**src/rtl/morph_pkg.sv**
```systemverilog
// rtl/morph_pkg.sv - shared types and constants for the 3x3 binary morphology window controller
package morph_pkg;

    typedef enum logic [2:0] {
        ST_IDLE,
        ST_ARM,
        ST_FILL,
        ST_RUN,
        ST_DONE
    } state_t;

    localparam int H_ACTIVE_DEF = 1024;
    localparam int V_ACTIVE_DEF = 768;

    localparam int WIN_ROWS = 3;
    localparam int WIN_COLS = 3;
    localparam int WIN_W    = WIN_ROWS * WIN_COLS;

    // Row 0 is the oldest line, column 0 the leftmost pixel.
    function automatic int win_bit(input int r, input int c);
        return r * WIN_COLS + c;
    endfunction

    function automatic logic [1:0] ptr_inc(input logic [1:0] p);
        return (p == 2'd2) ? 2'd0 : p + 2'd1;
    endfunction

endpackage

```
**src/rtl/line_buf_1b.sv**
```systemverilog
// rtl/line_buf_1b.sv - 1-bit line buffer, one write port, one registered read port
module line_buf_1b #(
    parameter int DEPTH = 1024,
    parameter int AW    = 10
) (
    input  logic          clock,
    input  logic          wr_en,
    input  logic [AW-1:0] wr_addr,
    input  logic          wr_data,
    input  logic [AW-1:0] rd_addr,
    output logic          rd_data
);

    logic mem [DEPTH];

    always_ff @(posedge clock) begin
        if (wr_en) begin
            mem[wr_addr] <= wr_data;
        end
        rd_data <= mem[rd_addr];
    end

endmodule

```
**src/rtl/morph_window_ctrl.sv**
```systemverilog
// rtl/morph_window_ctrl.sv - rotates three line buffers and emits 3x3 binary windows per frame
module morph_window_ctrl
    import morph_pkg::*;
#(
    parameter int H_ACTIVE = H_ACTIVE_DEF,
    parameter int V_ACTIVE = V_ACTIVE_DEF
) (
    input  logic             clock,
    input  logic             reset,
    input  logic             enable,
    input  logic [10:0]      hcount,
    input  logic [9:0]       vcount,
    input  logic             pixel_in,
    output logic [WIN_W-1:0] win,
    output logic             win_valid,
    output logic [10:0]      win_h,
    output logic [9:0]       win_v,
    output logic             busy,
    output logic             frame_done
);

    localparam int          AW      = (H_ACTIVE > 2) ? $clog2(H_ACTIVE) : 1;
    localparam logic [10:0] H_LAST  = 11'(H_ACTIVE - 1);
    localparam logic [9:0]  V_LAST  = 10'(V_ACTIVE - 1);
    localparam logic [10:0] H_CLAST = 11'(H_ACTIVE - 2);
    localparam logic [9:0]  V_CLAST = 10'(V_ACTIVE - 2);

    state_t           state;
    logic [1:0]       wp;
    logic [1:0]       wsel;
    logic [1:0]       wp1;
    logic             active;
    logic             frame_start;
    logic             restart;
    logic             writing;
    logic             line_end;
    logic [2:0]       rd_data;
    logic             act1;
    logic             valid1;
    logic             pix1;
    logic [10:0]      h1;
    logic [9:0]       v1;
    logic [2:0]       col0;
    logic [2:0]       col1;
    logic [2:0]       col_cur;
    logic [WIN_W-1:0] win_next;

    assign active      = (hcount <= H_LAST) && (vcount <= V_LAST);
    assign frame_start = (hcount == 11'd0) && (vcount == 10'd0);
    assign restart     = frame_start && ((state == ST_FILL) || (state == ST_RUN));
    assign writing     = active && ((state == ST_FILL) || (state == ST_RUN) ||
                                    ((state == ST_ARM) && enable && frame_start));
    // A frame start always lands in buffer 0, whatever wp held before.
    assign wsel        = frame_start ? 2'd0 : wp;
    assign line_end    = writing && (hcount == H_LAST);

    for (genvar i = 0; i < 3; i++) begin : g_lb
        line_buf_1b #(.DEPTH(H_ACTIVE), .AW(AW)) u_lb (
            .clock   (clock),
            .wr_en   (writing && (wsel == 2'(i))),
            .wr_addr (hcount[AW-1:0]),
            .wr_data (pixel_in),
            .rd_addr (hcount[AW-1:0]),
            .rd_data (rd_data[i])
        );
    end

    // Buffer after the write pointer holds line v-2, the one after that line v-1.
    assign col_cur = {pix1, rd_data[ptr_inc(ptr_inc(wp1))], rd_data[ptr_inc(wp1)]};

    always_comb begin
        win_next = '0;
        for (int r = 0; r < WIN_ROWS; r++) begin
            win_next[win_bit(r, 0)] = col0[r];
            win_next[win_bit(r, 1)] = col1[r];
            win_next[win_bit(r, 2)] = col_cur[r];
        end
    end

    always_ff @(posedge clock or posedge reset) begin
        if (reset) begin
            state      <= ST_IDLE;
            wp         <= 2'd0;
            wp1        <= 2'd0;
            act1       <= 1'b0;
            valid1     <= 1'b0;
            pix1       <= 1'b0;
            h1         <= '0;
            v1         <= '0;
            col0       <= '0;
            col1       <= '0;
            win        <= '0;
            win_valid  <= 1'b0;
            win_h      <= '0;
            win_v      <= '0;
            busy       <= 1'b0;
            frame_done <= 1'b0;
        end else begin
            frame_done <= 1'b0;
            win_valid  <= 1'b0;
            act1       <= writing;
            valid1     <= 1'b0;

            if (writing) begin
                pix1   <= pixel_in;
                h1     <= hcount;
                v1     <= vcount;
                wp1    <= wsel;
                wp     <= line_end ? ptr_inc(wsel) : wsel;
                valid1 <= (state == ST_RUN) && !restart &&
                          (hcount >= 11'd2) && (vcount >= 10'd2);
            end

            if (act1) begin
                col0 <= col1;
                col1 <= col_cur;
            end

            if (valid1 && (state == ST_RUN) && !restart) begin
                win_valid <= 1'b1;
                win       <= win_next;
                win_h     <= h1 - 11'd1;
                win_v     <= v1 - 10'd1;
            end

            case (state)
                ST_IDLE: begin
                    if (enable) begin
                        state <= ST_ARM;
                        busy  <= 1'b1;
                    end
                end
                ST_ARM: begin
                    if (!enable) begin
                        state <= ST_IDLE;
                        busy  <= 1'b0;
                    end else if (frame_start) begin
                        state <= ST_FILL;
                    end
                end
                ST_FILL: begin
                    if (!restart && line_end && (vcount == 10'd1)) begin
                        state <= ST_RUN;
                    end
                end
                ST_RUN: begin
                    if (restart) begin
                        state <= ST_FILL;
                    end else if (win_valid && (win_h == H_CLAST) && (win_v == V_CLAST)) begin
                        state      <= ST_DONE;
                        frame_done <= 1'b1;
                    end
                end
                default: begin
                    state <= enable ? ST_ARM : ST_IDLE;
                    busy  <= enable;
                end
            endcase
        end
    end

endmodule
```
**config.mk**
```make
export PLATFORM = sky130hd
export DESIGN_NAME = morph_window_ctrl
export DESIGN_NICKNAME = d
export VERILOG_FILES = /design/src/rtl/morph_pkg.sv /design/src/rtl/line_buf_1b.sv /design/src/rtl/morph_window_ctrl.sv
export SDC_FILE = /design/constraint.sdc
export NUM_CORES = 2
export LEC_CHECK = 0
export ABC_CLOCK_PERIOD_IN_PS = 3500
export CAP_MARGIN = 0
export CORE_MARGIN = 2
export CORE_UTILIZATION = 29
export CTS_BUF_LIST = sky130_fd_sc_hd__clkbuf_16
export CTS_CLUSTER_DIAMETER = 120
export DETAILED_ROUTE_END_ITERATION = 8
export SLEW_MARGIN = 20
export SYNTH_ARGS = -nofsm -noshare
export SYNTH_HDL_FRONTEND = slang
export SYNTH_HIERARCHICAL = 1
export SYNTH_SLANG_ARGS = --single-unit
```
**constraint.sdc**
```tcl
create_clock -name clock -period 3.5 [get_ports clock]
set_input_delay 0.7 -clock clock [delete_from_list [all_inputs] [get_ports clock]]
set_output_delay 0.7 -clock clock [all_outputs]
set_load 0.01 [all_outputs]
```
# Word level (Yosys, flattened, before mapping)
# Memories as Yosys holds them, arrays and structs flattened. A register that Yosys moved wholly into a read port is not among the register bits.
# Cells that the tools add are included.
# Widths: inputs -> output; s select.
# word_totals
memories	3
ramBits	3072
out_inout_bits	33
reg_bits	70
in_bits	25
elab_cells	107
# classes
muxes	31
add_sub_neg	5
n_reduce_logical	29
n_eq_ne	16
magnitude_cmp	6
n_bitwise	1
# memory_table
name	words	word_bits	read_ports	rd_ports_with_merged_regs	write_ports	line_no	text
g_lb[0].u_lb.mem	1024	1	1	1	1	line_buf_1b.sv:14	logic mem [DEPTH];
g_lb[1].u_lb.mem	1024	1	1	1	1	line_buf_1b.sv:14	
g_lb[2].u_lb.mem	1024	1	1	1	1	line_buf_1b.sv:14	
# ops
op	count
$eq 11x10->1 const B	2
$logic_and 1x1->1	19
$mux 3	6
$mux 1	16
$pmux 3 s4	1
$ge 11x2->1 const B	1
$le 11x10->1 const B	1
$logic_not 11->1	1
$sub 11x1->11 const B	1
$eq 10x1->1 const B	1
$eq 10x10->1 const B	1
$ge 10x2->1 const B	1
$le 10x10->1 const B	1
$logic_not 10->1	1
$mux 2	5
$sub 10x1->10 const B	1
$add 2x1->2 const B	3
$eq 2x2->1 const B	3
$eq 3x2->1 const B	2
$lt 2x3->1 const B	2
$bmux 1 s2	2
$ne 2x2->1 const B	2
$reduce_and 4->1	1
$eq 3x1->1 const B	1
12 further kinds	13

# Depth between registers and ports, before layout
# depth
depth_word	10
mapped_depth	15

# Cells and area by module
# Netlist, hierarchy kept.
# by_module_without_submodules
mod	instances	seq_area_each_um2	cells_per_inst	area_per_inst_um2
line_buf_1b	3	30769.5	3112	44656.6
morph_window_ctrl	1	1751.7	285	3234.4

# Worst setup path after synthesis
# OpenSTA, ideal clock, no wires.
# synth_path
path_type	input-to-reg
start	input vcount[5]
end	memory g_lb[2].u_lb.mem[516], enable pin
cell_stages	11
setup_slack_ns	0.155
required_ns	3.200
setup_ns	0.300
path_buffers	4
arrival_ns	3.045
path_cell_list	nor4_1 -> nand3_1 -> nor3_4 -> o21ai_4 -> buf_6 -> nor3_1 -> clkbuf_1 -> nand3_1 -> clkbuf_1 -> buf_1 -> nor2_1
# synth_between
elab_chain_cells	8
word_cells_on_any_way	12
# synth_rtl
item	line_no	text
start, declared	morph_window_ctrl.sv:12	input logic [9:0] vcount,
branches (longest 5 deep; another with $le 10x10->1)	--	
$logic_and 1x1->1 (*)	morph_window_ctrl.sv:60	.wr_en (writing && (wsel == 2'(i))),
$mux 1 (*)	line_buf_1b.sv:17	if (wr_en) begin
$mux 1 (implied by the code) (*)	line_buf_1b.sv:18	mem[wr_addr] <= wr_data;
end, declared	line_buf_1b.sv:14	
# Every way passes the cells marked *.

==> impl_results.rst <==
.. list-table::
   :header-rows: 1

   * - Metric
     - Value
   * - Remaining routing DRC violations
     - 0
   * - Yosys cell types
     - 74
   * - Starting density of the core
     - 29.13%
   * - Critical path origin
     - g_lb[1].u_lb/mem[444]$_DFFE_PP_
   * - Worst slew margin relative to its limit
     - 32.86%
   * - Die height
     - 691.8 um
   * - Final worst-path cycle share
     - 88.53%
   * - Worst-skew pair later-pin latency
     - 0.95 ns
   * - Total nets after synthesis
     - 9648
   * - Setup crit start kind
     - flop
   * - Required time of the critical path
     - 4.31 ns
   * - Clk pin slew, worst setup/hold paths
     - 0.07 ns
   * - Crit path max fanout
     - 2
   * - CTS Hold Bufs
     - 0
   * - Filler instances
     - 45470
   * - Critical path, cell by cell
     - mux4_2 -> mux4_2 -> nand2b_1 -> a311oi_1 -> nor3_1 -> nor4_1 -> buf_4 -> o2111ai_1
   * - Cell at the root of the clock tree
     - sky130_fd_sc_hd__clkbuf_16
   * - Vias in the first global route
     - 83710
   * - Core Area
     - 0.4711 sq mm
   * - Arrival @ worst endpoint
     - 3.91 ns
   * - Routed length per placed instance
     - 24.21 um
   * - Power per unit of standard cell area
     - 495.8 mW/mm^2
   * - TritonCTS clock tree
     - yes
   * - Final Skew
     - 0.08974 ns
   * - CP peak stage delay
     - 0.64 ns
   * - Instance count of the mapped netlist
     - 9621
   * - DR vias/cell
     - 5.143
   * - Area overhead of the layout relative to synthesis
     - 17.95%
   * - Asr flop ratio synth
     - 2.226%
   * - Synthesized-area fraction occupied by xor and xnor cells
     - 0.1021%
   * - Floorplan die area
     - 0.4786 sq mm
   * - Synthesized-area fraction occupied by adder cells
     - 0.01824%
   * - Simple-Gate Fraction of Synth Area
     - 11.31%
   * - HPWL after detailed placement
     - 237300 um
   * - Antenna Nets Post-Route
     - 0
   * - Total of buffers placed on input and output ports
     - 57
   * - Achievable clock frequency
     - 322.7 MHz
   * - Antenna violations before repair
     - 15
   * - Portion of netlist area occupied by mux cells
     - 13.74%
   * - Router iterations before antenna repair
     - 6
   * - Row cnt
     - 252
   * - Number of slew-limit violations in the final report
     - 0
   * - Crit Path Class
     - flop to flop
   * - Critical Path Sink Type
     - flop
   * - Post-layout total power
     - 80.24 mW
   * - Cts repair resizes
     - 0
   * - Run status
     - finished, final reports clean
   * - # clock sinks
     - 3145
   * - Proportion of layout cells with a drive suffix above 1
     - 20.60%
   * - Maximum vdd ir drop
     - 0.3957 mV
   * - Actual slew at the worst max-slew pin
     - 1.007 ns
   * - Placer Congestion
     - 0.8050
   * - Global-route wire length before repair
     - 580700 um
   * - Setup violations, final
     - 0
   * - Worst Slack Setup Final
     - 0.4016 ns
   * - Type of the most critical hold path
     - input pin to asynchronous set/reset pin
   * - Worst reg2reg setup slack
     - 0.40 ns
   * - Commonest cells after routing, fill and taps aside
     - 3127 x sky130_fd_sc_hd__nor2_1, 3072 x sky130_fd_sc_hd__edfxtp_1, 655 x sky130_fd_sc_hd__buf_4
   * - Number of design-rule violations left by the first detailed-router iteration
     - 10870
   * - Post-Synthesis Mean Instance Area
     - 14.26 sq um
   * - Top flip-flop cell by instance count after synthesis
     - sky130_fd_sc_hd__edfxtp_1
   * - Count of state elements after synthesis
     - 3145
   * - Combinational family with the most area after synthesis
     - multiplexers
   * - Final layout net count
     - 10020
   * - Total count of hold-check failures in the final report
     - 0
   * - Worst Setup EP
     - g_lb[1].u_lb/rd_data$_DFF_P_
   * - Clock period minus worst slack
     - 3.098 ns
   * - Largest net degree at the start of global routing
     - 241
   * - Number of levels the H-tree was split into
     - 5
   * - Total wire length after detailed routing
     - 399300 um
   * - Post-CTS setup buffer count
     - 0
   * - Worst reg2reg path endpoint
     - g_lb[1].u_lb/rd_data$_DFF_P_
   * - Minimum setup slack after placement
     - -0.4492 ns
   * - RSZ-0062 raised after global routing
     - false
   * - Cells on worst reg2reg path
     - 8
   * - Netlist area before placement
     - 0.1372 sq mm
   * - Max capacitance violation total
     - 0
   * - Number of enable flip-flop cells after synthesis
     - 3072
   * - Leakage power summed over all cells
     - 49.83 nW
   * - Number of clock buffers inserted by TritonCTS
     - 343
   * - Io pins
     - 58
   * - Most common cell after layout, fill and taps aside
     - sky130_fd_sc_hd__nor2_1
   * - Worst reg2reg path startpoint
     - g_lb[1].u_lb/mem[444]$_DFFE_PP_
   * - Cell with the biggest individual delay on the critical path
     - sky130_fd_sc_hd__a311oi_1
   * - Complex-gate fraction of the synthesized area
     - 2.972%
   * - Combined global-route utilization of all metal layers
     - 16.16%
   * - Global route total overflow
     - 0
   * - Overall via count from detail_route
     - 84830
   * - Most common cell type on the critical path
     - sky130_fd_sc_hd__mux4_2
   * - DIE WIDTH
     - 691.8 um
   * - Total of warnings raised by yosys
     - 6
   * - Share of synthesized area occupied by flip-flops and latches
     - 68.55%
   * - Number of buffers between clock root and the deepest sink
     - 4
## worst max-delay path: cells and delay by family, from the launching register on
family | cells | cell delay [ns]
multiplexers | 2 | 1.02
AO/OA/AOI/OAI | 2 | 0.76
AND/OR/NAND/NOR | 3 | 0.67
flip-flops | 1 | 0.37
buffers and inverters | 1 | 0.15
## flip-flops by register name (all words and copies together), names as in the netlist
name,flops
col0,3
g_lb.u_lb/mem,3072
wp1,2
g_lb.u_lb/rd_data,3
state,3
win_h,11
win,9
pix1,1
busy,1
v1,10
act1,1
col1,3
frame_done,1
valid1,1
h1,11
win_valid,1
wp,2
win_v,10
## cell type report
class,count,area (sq um),area share [%]
inverters,32,121.4,0.07500
multi-input cells,5526,39070,24.14
repair buffers,944,10160,6.280
flip-flops and latches,3145,94060,58.12
well taps,6223,7786,4.811
clock inverters,272,1907,1.178
diodes,4,10.01,0.006185
clock buffers,348,8708,5.381
## power breakdown
| group | internal, mW | switching, mW | total, mW |
|---|---|---|---|
| Combinational | 1.68 | 2.67 | 4.35 |
| Clock | 19.5 | 15.0 | 34.5 |
| Sequential | 41.3 | 0.0334 | 41.4 |
## cells by family after synthesis
logic type / after synthesis
compound gates: 578
xor+xnor: 16
fa+ha+maj: 2
buf+inv: 950
flops: 3145
mux: 1056
simple gates: 3874
## cells in the mapped netlist (60+ instances only)
| cell | count | area (sq um) |
|---|---|---|
| sky130_fd_sc_hd__a21oi_1 | 116 | 580.6 |
| sky130_fd_sc_hd__mux2i_1 | 376 | 3764 |
| sky130_fd_sc_hd__edfxtp_1 | 3072 | 92250 |
| sky130_fd_sc_hd__buf_1 | 171 | 641.9 |
| sky130_fd_sc_hd__nand2_1 | 293 | 1100 |
| sky130_fd_sc_hd__mux4_2 | 600 | 13510 |
| sky130_fd_sc_hd__o21ai_0 | 60 | 300.3 |
| sky130_fd_sc_hd__nor3_1 | 117 | 585.6 |
| sky130_fd_sc_hd__nand3_1 | 115 | 575.6 |
| sky130_fd_sc_hd__nor2_1 | 3128 | 11740 |
| sky130_fd_sc_hd__o221ai_1 | 147 | 1287 |
| sky130_fd_sc_hd__dfrtp_1 | 70 | 1752 |
| sky130_fd_sc_hd__clkbuf_1 | 560 | 2102 |
| sky130_fd_sc_hd__o22ai_1 | 84 | 525.5 |
## through the flow
step                utilization (%)  cells  setup TNS [ns]  cell area, sq um  hold WS, ns
global route                  34.35  16490               0            161800       0.2163
finish                        34.35  16490               0            161800       0.1581
detailed placement            32.10  15870         -543.93            151200       0.4851
global placement              32.09  15870        -8687.21            151200       0.4744
floorplan                         -   9621               0            137200       0.4600
CTS                           34.35  16490               0            161800       0.1172
## layer usage
| metal | up-vias | wire length (um) | GRT usage (%) |
|---|---|---|---|
| li1 | 36300 | - | - |
| met2 | 3592 | 188800 | 26.29 |
| met1 | 44290 | 165300 | 22.32 |
| met3 | 646 | 33630 | 2.542 |
| met4 | 8 | 11550 | 4.723 |
| met5 | - | 43 | 0 |
## how the worst min path moves through the flow
stage,end,cells past startpoint,startpoint
after global routing,win_v[3]$_DFFE_PP0P_,2,reset
after detailed placement,win[4]$_DFFE_PP0P_,2,win[4]$_DFFE_PP0P_
after floorplan,win_v[0]$_DFFE_PP0P_,1,v1[0]$_DFFE_PP0P_
after global placement,win[1]$_DFFE_PP0P_,2,win[1]$_DFFE_PP0P_
after CTS,wp1[0]$_DFFE_PP0P_,2,reset
final,wp1[0]$_DFFE_PP0P_,2,reset
Note: power is estimated with default switching activity, not from simulation.
